$ cat src/rtl/led_pattern_gen_pkg.sv
// Shared mode encodings and elaboration-time helpers for the LED pattern generator.
package led_pattern_pkg;

    typedef enum logic [1:0] {
        MODE_BLINK_ALL = 2'd0,
        MODE_CHASE     = 2'd1,
        MODE_BOUNCE    = 2'd2,
        MODE_COUNT     = 2'd3
    } mode_t;

    function automatic int calc_div(input int clk_freq, input int step_hz);
        return clk_freq / step_hz;
    endfunction

    // Bits needed to hold values 0..v-1.
    function automatic int clog2(input int v);
        int r;
        r = 0;
        while ((1 << r) < v) begin
            r = r + 1;
        end
        return r;
    endfunction

endpackage

$ cat src/rtl/led_pattern_gen_if.sv
// Control inputs and LED/tick outputs of the pattern generator; no flow control.
interface led_pattern_gen_if #(
    parameter int NUM_LEDS = 4,
    parameter int PWM_BITS = 8
);
    logic [1:0]          mode;
    logic                enable;
    logic [PWM_BITS-1:0] brightness;
    logic [NUM_LEDS-1:0] LED;
    logic                step_tick;

    modport master (output mode, enable, brightness, input LED, step_tick);
    modport slave  (input mode, enable, brightness, output LED, step_tick);
endinterface

$ cat src/rtl/led_pattern_gen_tick_divider.sv
// Divide-by-DIV strobe: one-cycle registered tick every DIV cycles, first on cycle DIV.
// Free-running, no backpressure.
module tick_divider
    import led_pattern_pkg::*;
#(
    parameter int DIV = 10
) (
    input  logic CLK,
    input  logic RST,
    output logic tick
);
    localparam int CW = (clog2(DIV) < 1) ? 1 : clog2(DIV);
    localparam logic [CW-1:0] LAST = CW'(DIV - 1);

    generate
        if (DIV < 2) begin : g_div_chk
            $error("tick_divider: DIV must be at least 2");
        end
    endgenerate

    logic [CW-1:0] cnt_q, cnt_d;
    logic          tick_q, tick_d;

    always_comb begin
        tick_d = (cnt_q == LAST);
        cnt_d  = tick_d ? '0 : cnt_q + CW'(1);
    end

    always_ff @(posedge CLK or posedge RST) begin
        if (RST) begin
            cnt_q  <= '0;
            tick_q <= 1'b0;
        end else begin
            cnt_q  <= cnt_d;
            tick_q <= tick_d;
        end
    end

    assign tick = tick_q;

endmodule

$ cat src/rtl/led_pattern_gen.sv
// Multi-mode LED animator with global PWM brightness; LED follows a pattern step one cycle after step_tick.
// Inputs sampled every cycle, outputs free-running; no backpressure.
module led_pattern_gen
    import led_pattern_pkg::*;
#(
    parameter int NUM_LEDS = 4,
    parameter int CLK_FREQ = 12000000,
    parameter int STEP_HZ  = 4,
    parameter int PWM_BITS = 8
) (
    input  logic             CLK,
    input  logic             RST,
    led_pattern_gen_if.slave bus
);
    localparam int DIV = calc_div(CLK_FREQ, STEP_HZ);

    typedef logic [NUM_LEDS-1:0] pat_t;

    function automatic pat_t init_pat(input mode_t m);
        case (m)
            MODE_CHASE, MODE_BOUNCE: return pat_t'(1);
            default:                 return '0;
        endcase
    endfunction

    logic                tick;
    mode_t               mode_q, mode_d, req_mode;
    pat_t                pattern_q, pattern_d;
    logic                dir_up_q, dir_up_d;
    logic [PWM_BITS-1:0] pwm_cnt_q, pwm_cnt_d;
    pat_t                led_q, led_d;
    logic                bounce_up, bounce_dir, pwm_on;
    pat_t                bounce_nxt, chase_nxt;

    tick_divider #(.DIV(DIV)) u_div (
        .CLK  (CLK),
        .RST  (RST),
        .tick (tick)
    );

    always_ff @(posedge CLK or posedge RST) begin
        if (RST) begin
            mode_q    <= MODE_BLINK_ALL;
            pattern_q <= '0;
            dir_up_q  <= 1'b1;
            pwm_cnt_q <= '0;
            led_q     <= '0;
        end else begin
            mode_q    <= mode_d;
            pattern_q <= pattern_d;
            dir_up_q  <= dir_up_d;
            pwm_cnt_q <= pwm_cnt_d;
            led_q     <= led_d;
        end
    end

    always_comb begin
        req_mode   = mode_t'(bus.mode);
        chase_nxt  = (pattern_q << 1) | (pattern_q >> (NUM_LEDS - 1));
        // Bounce turns around on the endpoint itself so the endpoint is never shown twice.
        bounce_up  = dir_up_q ? ~pattern_q[NUM_LEDS-1] : pattern_q[0];
        bounce_nxt = (NUM_LEDS == 1) ? pattern_q
                   : (bounce_up ? (pattern_q << 1) : (pattern_q >> 1));
        bounce_dir = bounce_nxt[NUM_LEDS-1] ? 1'b0 : (bounce_nxt[0] ? 1'b1 : bounce_up);

        mode_d    = mode_q;
        pattern_d = pattern_q;
        dir_up_d  = dir_up_q;
        if (tick) begin
            if (req_mode != mode_q) begin
                mode_d    = req_mode;
                pattern_d = init_pat(req_mode);
                dir_up_d  = 1'b1;
            end else if (bus.enable) begin
                case (mode_q)
                    MODE_BLINK_ALL: pattern_d = ~pattern_q;
                    MODE_CHASE:     pattern_d = chase_nxt;
                    MODE_BOUNCE: begin
                        pattern_d = bounce_nxt;
                        dir_up_d  = bounce_dir;
                    end
                    default:        pattern_d = pattern_q + pat_t'(1);
                endcase
            end
        end
    end

    always_comb begin
        pwm_cnt_d = pwm_cnt_q + PWM_BITS'(1);
        pwm_on    = (&bus.brightness) | (pwm_cnt_q < bus.brightness);
        led_d     = pattern_d & {NUM_LEDS{pwm_on}};
    end

    assign bus.LED       = led_q;
    assign bus.step_tick = tick;

endmodule

$ cat src/flat_wrapper.sv
// flat-port wrapper written by rule: the top's interface ports become plain ports
module led_pattern_gen_flat import led_pattern_pkg::*;
#(
    parameter int NUM_LEDS = 4,
    parameter int CLK_FREQ = 12000000,
    parameter int STEP_HZ  = 4,
    parameter int PWM_BITS = 8
)
  (CLK, RST, bus_mode, bus_enable, bus_brightness, bus_LED, bus_step_tick);
  led_pattern_gen_if #(.NUM_LEDS(NUM_LEDS), .PWM_BITS(PWM_BITS)) bus_i ();
  input  logic CLK;
  input  logic RST;
  input wire logic [$bits(bus_i.mode)-1:0] bus_mode;
  input wire logic [$bits(bus_i.enable)-1:0] bus_enable;
  input wire logic [$bits(bus_i.brightness)-1:0] bus_brightness;
  output wire logic [$bits(bus_i.LED)-1:0] bus_LED;
  output wire logic [$bits(bus_i.step_tick)-1:0] bus_step_tick;
  assign bus_i.mode = bus_mode;
  assign bus_i.enable = bus_enable;
  assign bus_i.brightness = bus_brightness;
  assign bus_LED = bus_i.LED;
  assign bus_step_tick = bus_i.step_tick;
  led_pattern_gen #(.NUM_LEDS(NUM_LEDS), .CLK_FREQ(CLK_FREQ), .STEP_HZ(STEP_HZ), .PWM_BITS(PWM_BITS)) u_core (.CLK(CLK), .RST(RST), .bus(bus_i));
endmodule
$ cat config.mk
export PLATFORM = sky130hd
export DESIGN_NAME = led_pattern_gen_flat
export DESIGN_NICKNAME = d
export VERILOG_FILES = /design/src/rtl/led_pattern_gen_pkg.sv /design/src/rtl/led_pattern_gen_if.sv /design/src/rtl/led_pattern_gen_tick_divider.sv /design/src/rtl/led_pattern_gen.sv /design/src/flat_wrapper.sv
export SDC_FILE = /design/constraint.sdc
export NUM_CORES = 1
export LEC_CHECK = 0
export ABC_AREA = 1
export CORE_MARGIN = 10
export CORE_UTILIZATION = 50
export CTS_BUF_LIST = sky130_fd_sc_hd__clkbuf_4
export CTS_CLUSTER_DIAMETER = 40
export CTS_CLUSTER_SIZE = 8
export DETAILED_ROUTE_END_ITERATION = 6
export HOLD_SLACK_MARGIN = 0.05
export PLACE_DENSITY = 0.72
export SLEW_MARGIN = 20
export SYNTH_ARGS = -nofsm -noshare
export SYNTH_HDL_FRONTEND = slang
export SYNTH_SLANG_ARGS = --single-unit
$ cat constraint.sdc
create_clock -name CLK -period 1.27 [get_ports CLK]
set_input_delay 0.254 -clock CLK [delete_from_list [all_inputs] [get_ports CLK]]
set_output_delay 0.254 -clock CLK [all_outputs]
set_load 0.05 [all_outputs]
Word level (Yosys, flattened, before mapping)
Cells that the tools add are included.
{"block": "word_totals", "regBits": 42, "inputBits": 13, "out_inout_bits": 5, "wordCells": 42}
{"block": "op_classes", "n_addsub": 3, "magnitude_cmp": 1, "n_eq_ne": 6, "muxes": 13, "bitwise": 5, "reduce_logical": 7}
{"op": "$add A22 B1 Y22 const B", "n": 1}
{"op": "$eq A22 B22 Y1 const B", "n": 1}
{"op": "$mux W22", "n": 1}
{"op": "$mux W4", "n": 4}
{"op": "$pmux W4 S3", "n": 1}
{"op": "$add A8 B1 Y8 const B", "n": 1}
{"op": "$lt A8 B8 Y1", "n": 1}
{"op": "$reduce_and A8 Y1", "n": 1}
{"op": "$mux W1", "n": 7}
{"op": "$add A4 B1 Y4 const B", "n": 1}
{"op": "$and A4 B4 Y4", "n": 1}
{"op": "$eq A2 B1 Y1 const B", "n": 2}
{"op": "$eq A2 B2 Y1 const B", "n": 2}
{"op": "$not A4 Y4", "n": 1}
{"op": "$or A4 B1 Y4", "n": 1}
{"op": "$reduce_bool A2 Y1", "n": 2}
{"op": "$reduce_and A3 Y1", "n": 1}
{"op": "$logic_not A2 Y1", "n": 1}
{"op": "$ne A2 B2 Y1", "n": 1}
{"op": "$reduce_and A2 Y1", "n": 1}
{"op": "$reduce_or A2 Y1", "n": 1}
{"op": "$not A1 Y1", "n": 1}
{"op": "$or A1 B1 Y1", "n": 1}

Logic depth before layout (Yosys ltp)
{"block": "logic_depth", "word_depth": 8, "ltp_mapped": 11, "ltp_nobuf": 11}

By module
A second synthesis with hierarchy kept.
{"block": "unflattened", "hier_cells": 351, "hier_area_um2": 2647.5}
{"mod": "tick_divider", "instances": 1, "cells_per_inst": 185, "area_per_inst_um2": 1388.8}
{"mod": "led_pattern_gen", "instances": 1, "cells_per_inst": 166, "area_per_inst_um2": 1258.7}

Worst setup path after synthesis
Ideal clock, no wire load.
{"block": "synth_timing", "path_kind": "reg-to-reg", "startpoint": "register u_core.u_div.tick_q (netlist: u_core.u_div.tick)", "endpoint": "register u_core.led_q[3] (netlist: u_core.bus.LED[3])", "t_arrival_ns": 1.413, "required_ns": 1.207, "slack_ns": -0.205, "path_stages_with_launch": 8, "path_cell_list": "dfrtp_1 clkbuf_1 inv_1 nor3_1 nand2_1 nand2_1 nand2_1 inv_1"}
{"block": "synth_between", "elab_chain_len": 2}
{"element": "from (decl)", "line": "led_pattern_gen_tick_divider.sv:22", "rtl": "logic tick_q, tick_d;"}
{"element": "from (signal assigned)", "line": "led_pattern_gen_tick_divider.sv:35", "rtl": "tick_q <= tick_d;"}
{"element": "$mux W4", "line": "led_pattern_gen.sv:69", "rtl": "if (tick) begin"}
{"element": "named net u_core.pattern_d[3]", "line": "led_pattern_gen.sv:28", "rtl": "pat_t pattern_q, pattern_d;"}
{"element": "$and A4 B4 Y4", "line": "led_pattern_gen.sv:91", "rtl": "led_d = pattern_d & {NUM_LEDS{pwm_on}};"}
{"element": "named net u_core.led_d[3]", "line": "led_pattern_gen.sv:31", "rtl": "pat_t led_q, led_d;"}
{"element": "to (signal assigned)", "line": "led_pattern_gen.sv:53", "rtl": "led_q <= led_d;"}
{"element": "to (decl)", "line": "led_pattern_gen.sv:31"}
The timed path passes the listed nets, and every way through them passes these cells.
A chain may end at the register's enable or synchronous reset.

Worst setup path in the final report
{"block": "layout_timing", "startpoint": "register u_core.u_div.cnt_q[2]", "endpoint": "register u_core.u_div.cnt_q[9]"}
{"block": "layout_between", "elab_chain_len": 2}
{"element": "from (decl)", "line": "led_pattern_gen_tick_divider.sv:21", "rtl": "logic [CW-1:0] cnt_q, cnt_d;"}
{"element": "from (signal assigned)", "line": "led_pattern_gen_tick_divider.sv:34", "rtl": "cnt_q <= cnt_d;"}
{"element": "$add A22 B1 Y22 / $eq A22 B22 Y1 (equally long branches)", "line": "led_pattern_gen_tick_divider.sv:26, led_pattern_gen_tick_divider.sv:25"}
{"element": "$mux W22 (*)", "line": "led_pattern_gen_tick_divider.sv:26", "rtl": "cnt_d = tick_d ? '0 : cnt_q + CW'(1);"}
{"element": "named net u_core.u_div.cnt_d[9]", "line": "led_pattern_gen_tick_divider.sv:21"}
The timed path passes the listed nets; every way through them passes the cells marked *.

==> summary.txt <==
Run status
  • Status: finished with violations
  • Failing checks: negative setup slack

Place
  • Buffers on Ports: 17
  • Global placer's final weighted congestion: between 0.8 and 0.9
  • Post-DP HPWL: between 4000 and 5000 um
  • Dpl ws: -0.475 ns

CTS
  • Clock root cell: clkbuf_4
  • CTS Buffer Depth: 2
  • CTS tree: built
  • Worst skew pair latency: 0.36 ns
  • CTS Sinks: 42
  • Clock transition at the registers of the reported paths: 0.13 ns
  • H-Tree Depth: 2
  • CTS Buf Count: 5
  • CTS Hold Buffers Added: 0

Finish
  • Syn-to-layout area delta: 54.9%
  • Post-layout nets: around 470
  • Share of layout cells above drive strength 1: 43.1%
  • Filler cells: between 200 and 300
  • Antenna cells: 0

Global route
  • Initial antenna violation count: 0
  • First-pass GRT wire length: 11300 um
  • Total global routing overflow: 0
  • Vias in the first global route: 2595
  • Largest net degree at the start of global routing: 36
  • Total track usage: 16.0%

Worst setup path
  • Crit start category: flop
  • Path depth of the worst reg2reg path: 8
  • Reg2reg start: u_core.u_div.cnt_q[2]$_DFF_PP0_
  • Crit path required time: 1.52 ns
  • CP endpoint kind: flop
  • Crit Path Category: reg -> reg
  • Worst Path Arrival: 1.72 ns
  • Top fanout value on the critical path: 3
  • Worst reg2reg path endpoint: u_core.u_div.cnt_q[9]$_DFF_PP0_
  • FF-to-FF setup slack: -0.20 ns

Floorplan
  • Die width: 91.5 um
  • Die area: 0.00838 mm^2
  • Num rows: 25
  • Die height: 91.5 um
  • Initial Utilization: 52.8%
  • Core ar.: about 0.0048 mm^2
  • I/O pins: 18

Drt
  • DR DRC count: 0
  • WL/cell: about 16 um
  • TritonRoute pass-1 iters: 5
  • Iteration-0 DRC Markers: 210
  • Via Count: 2742
  • Post-route ant nets: 0
  • WL final: approximately 8000 um
  • Vias/cell: 5.30

STA
  • Fin. max-slew vios: 0
  • Final hold violations: 0
  • Final setup fails: 26
  • Crit share post-route: 116%
  • Max Fclk: 681 MHz
  • Crit path time final: 1.47 ns
  • Slew HR: 80.9%
  • RSZ-0062 raised after global routing: yes
  • Final WS setup: -0.199 ns
  • Worst-Margin Slew: between 0.2 and 0.3 ns
  • Clk_skew: 0.0139 ns

Synthesis
  • Sequential area share after synthesis: 41.1%
  • Post-Syn Area per Cell: 7.48 um^2
  • Post-synthesis register bit count: 42
  • Cells after Synth: 342
  • Yosys warning count: 0
  • Yosys cell types: 29
  • Mapped Area: 0.00256 mm^2
  • Syn Nets: 365

Pwr
  • Pwr Density: 558 mW/mm^2
  • P_leak: between 2 and 2.5 nW
  • Pwr Total: between 2 and 2.5 mW
  • VDD IR max: 0.878 mV

Flow run
  • Max Cap Viol: 0

Hold path
  • Worst hold-check path type: in -> async
-- per-stage QoR --
step	TNS (ns)	hold WS [ns]	cells	util, %	instance area, um^2
2_1_floorplan	-0.0460	0.371	342	-	2570
3_3_place_gp	-3.89	0.462	483	68.4	3320
3_5_place_dp	-4.60	0.475	483	68.4	3320
4_1_cts	-1.66	0.218	501	72.7	3530
5_1_grt	-4.98	0.240	517	81.7	3960
6_report	-2.81	0.234	517	81.7	3960
-- area by class of cell --
| cell class | count | area, um^2 | area share [%] |
|---|---|---|---|
| clock buffers | 5 | 37.5 | 0.947 |
| flip-flops and latches | 42 | 1060 | 26.7 |
| well taps | 67 | 83.8 | 2.12 |
| repair buffers | 102 | 895 | 22.6 |
| inverters | 58 | 220 | 5.56 |
| clock inverters | 3 | 16.3 | 0.410 |
| multi-input cells | 240 | 1650 | 41.7 |
-- critical path: stages, from the launching register on --
cell	delay, ns
dfrtp_1	0.41
nand2_1	0.11
nor2_4	0.17
nand2_4	0.09
nor2_4	0.10
nand2_2	0.09
nor2_4	0.18
buf_4	0.15
nor2_1	0.06
-- repair_timing --
action,4_1_cts,5_1_grt
setup endpoints to repair,27,31
buffers inserted,10,17
pin swaps,7,43
resized for setup,21,90
-- cells by family after synthesis --
group	after synthesis	share of synthesized area, %
DFF	42	41.1
buffers and inverters	60	8.85
adders and majority gates	10	4.89
AOI/OAI and AO/OA	23	4.89
and+or+nand+nor	186	33.1
xor gates and xnor gates	21	7.19
-- cells in the mapped netlist --
cell type	count	share of area (%)
nand2_2	4	0.98
nor2_4	3	1.3
xnor2_1	4	1.4
dfrtp_1	41	40
o22ai_1	1	0.24
inv_1	57	8.4
o21ai_0	12	2.3
nand3b_1	1	0.29
nand3_2	1	0.39
nand3_1	21	4.1
nor3_1	9	1.8
nor2_1	30	4.4
o21a_1	2	0.59
nand2_1	93	14
a22oi_1	1	0.29
nor3_2	2	0.78
nand4_1	15	3.7
a31oi_1	1	0.24
clkbuf_1	1	0.15
ha_1	10	4.9
nor2_2	2	0.49
or3_1	1	0.24
or2_2	2	0.49
nor4_1	2	0.49
clkbuf_2	1	0.20
xor2_1	17	5.8
dfstp_2	1	1.0
a21oi_1	6	1.2
inv_2	1	0.15
-- cell usage in the layout, fill, tap and decap left out, types with 4 or more instances in the layout --
| cell | count |
|---|---|
| buf_6 | 5 |
| nand2_2 | 24 |
| clkdlybuf4s50_1 | 10 |
| ha_4 | 4 |
| nor2_1 | 17 |
| buf_12 | 6 |
| inv_2 | 11 |
| o21ai_0 | 8 |
| buf_4 | 79 |
| nand2_1 | 66 |
| inv_1 | 46 |
| nand3_1 | 17 |
| xor2_1 | 16 |
| nand2_4 | 7 |
| nor2_4 | 9 |
| clkbuf_4 | 5 |
| ha_1 | 6 |
| nor2_2 | 9 |
| nor3_2 | 8 |
| nand4_1 | 15 |
| dfrtp_2 | 4 |
| dfrtp_1 | 37 |
-- worst max path at each step --
stage | startpoint | to | slack, ns | cells after the start
after floorplan | RST | u_core.u_div.tick$_DFF_PP0_ | -0.05 | 1
after global placement | bus_brightness[5] | u_core.bus.LED[2]$_DFF_PP0_ | -0.42 | 9
after detailed placement | bus_brightness[7] | u_core.bus.LED[1]$_DFF_PP0_ | -0.47 | 9
after CTS | u_core.u_div.cnt_q[2]$_DFF_PP0_ | u_core.u_div.cnt_q[16]$_DFF_PP0_ | -0.11 | 8
after global routing | u_core.u_div.cnt_q[4]$_DFF_PP0_ | u_core.u_div.cnt_q[19]$_DFF_PP0_ | -0.27 | 9
final | u_core.u_div.cnt_q[2]$_DFF_PP0_ | u_core.u_div.cnt_q[9]$_DFF_PP0_ | -0.20 | 8
-- registers in the layout, indices dropped and copies added (netlist names) --
signal	flops
u_core.pattern_q	4
u_core.u_div.tick	1
u_core.bus.LED	4
u_core.dir_up_q	1
u_core.mode_q	2
u_core.pwm_cnt_q	8
u_core.u_div.cnt_q	22
-- layer usage --
metal	up-vias	track usage, %	share of wire [%]
met4	0	3.92	1.7
met3	21	3.46	5.7
li1	1296	-	-
met5	-	0	0
met2	97	28.5	53
met1	1328	19.0	40
-- power breakdown --
part           internal (mW)  switching (mW)
Combinational         0.0969           0.105
Sequential              1.34         0.00392
Clock                  0.206           0.458
No activity file was read; power rests on OpenSTA's default activity.
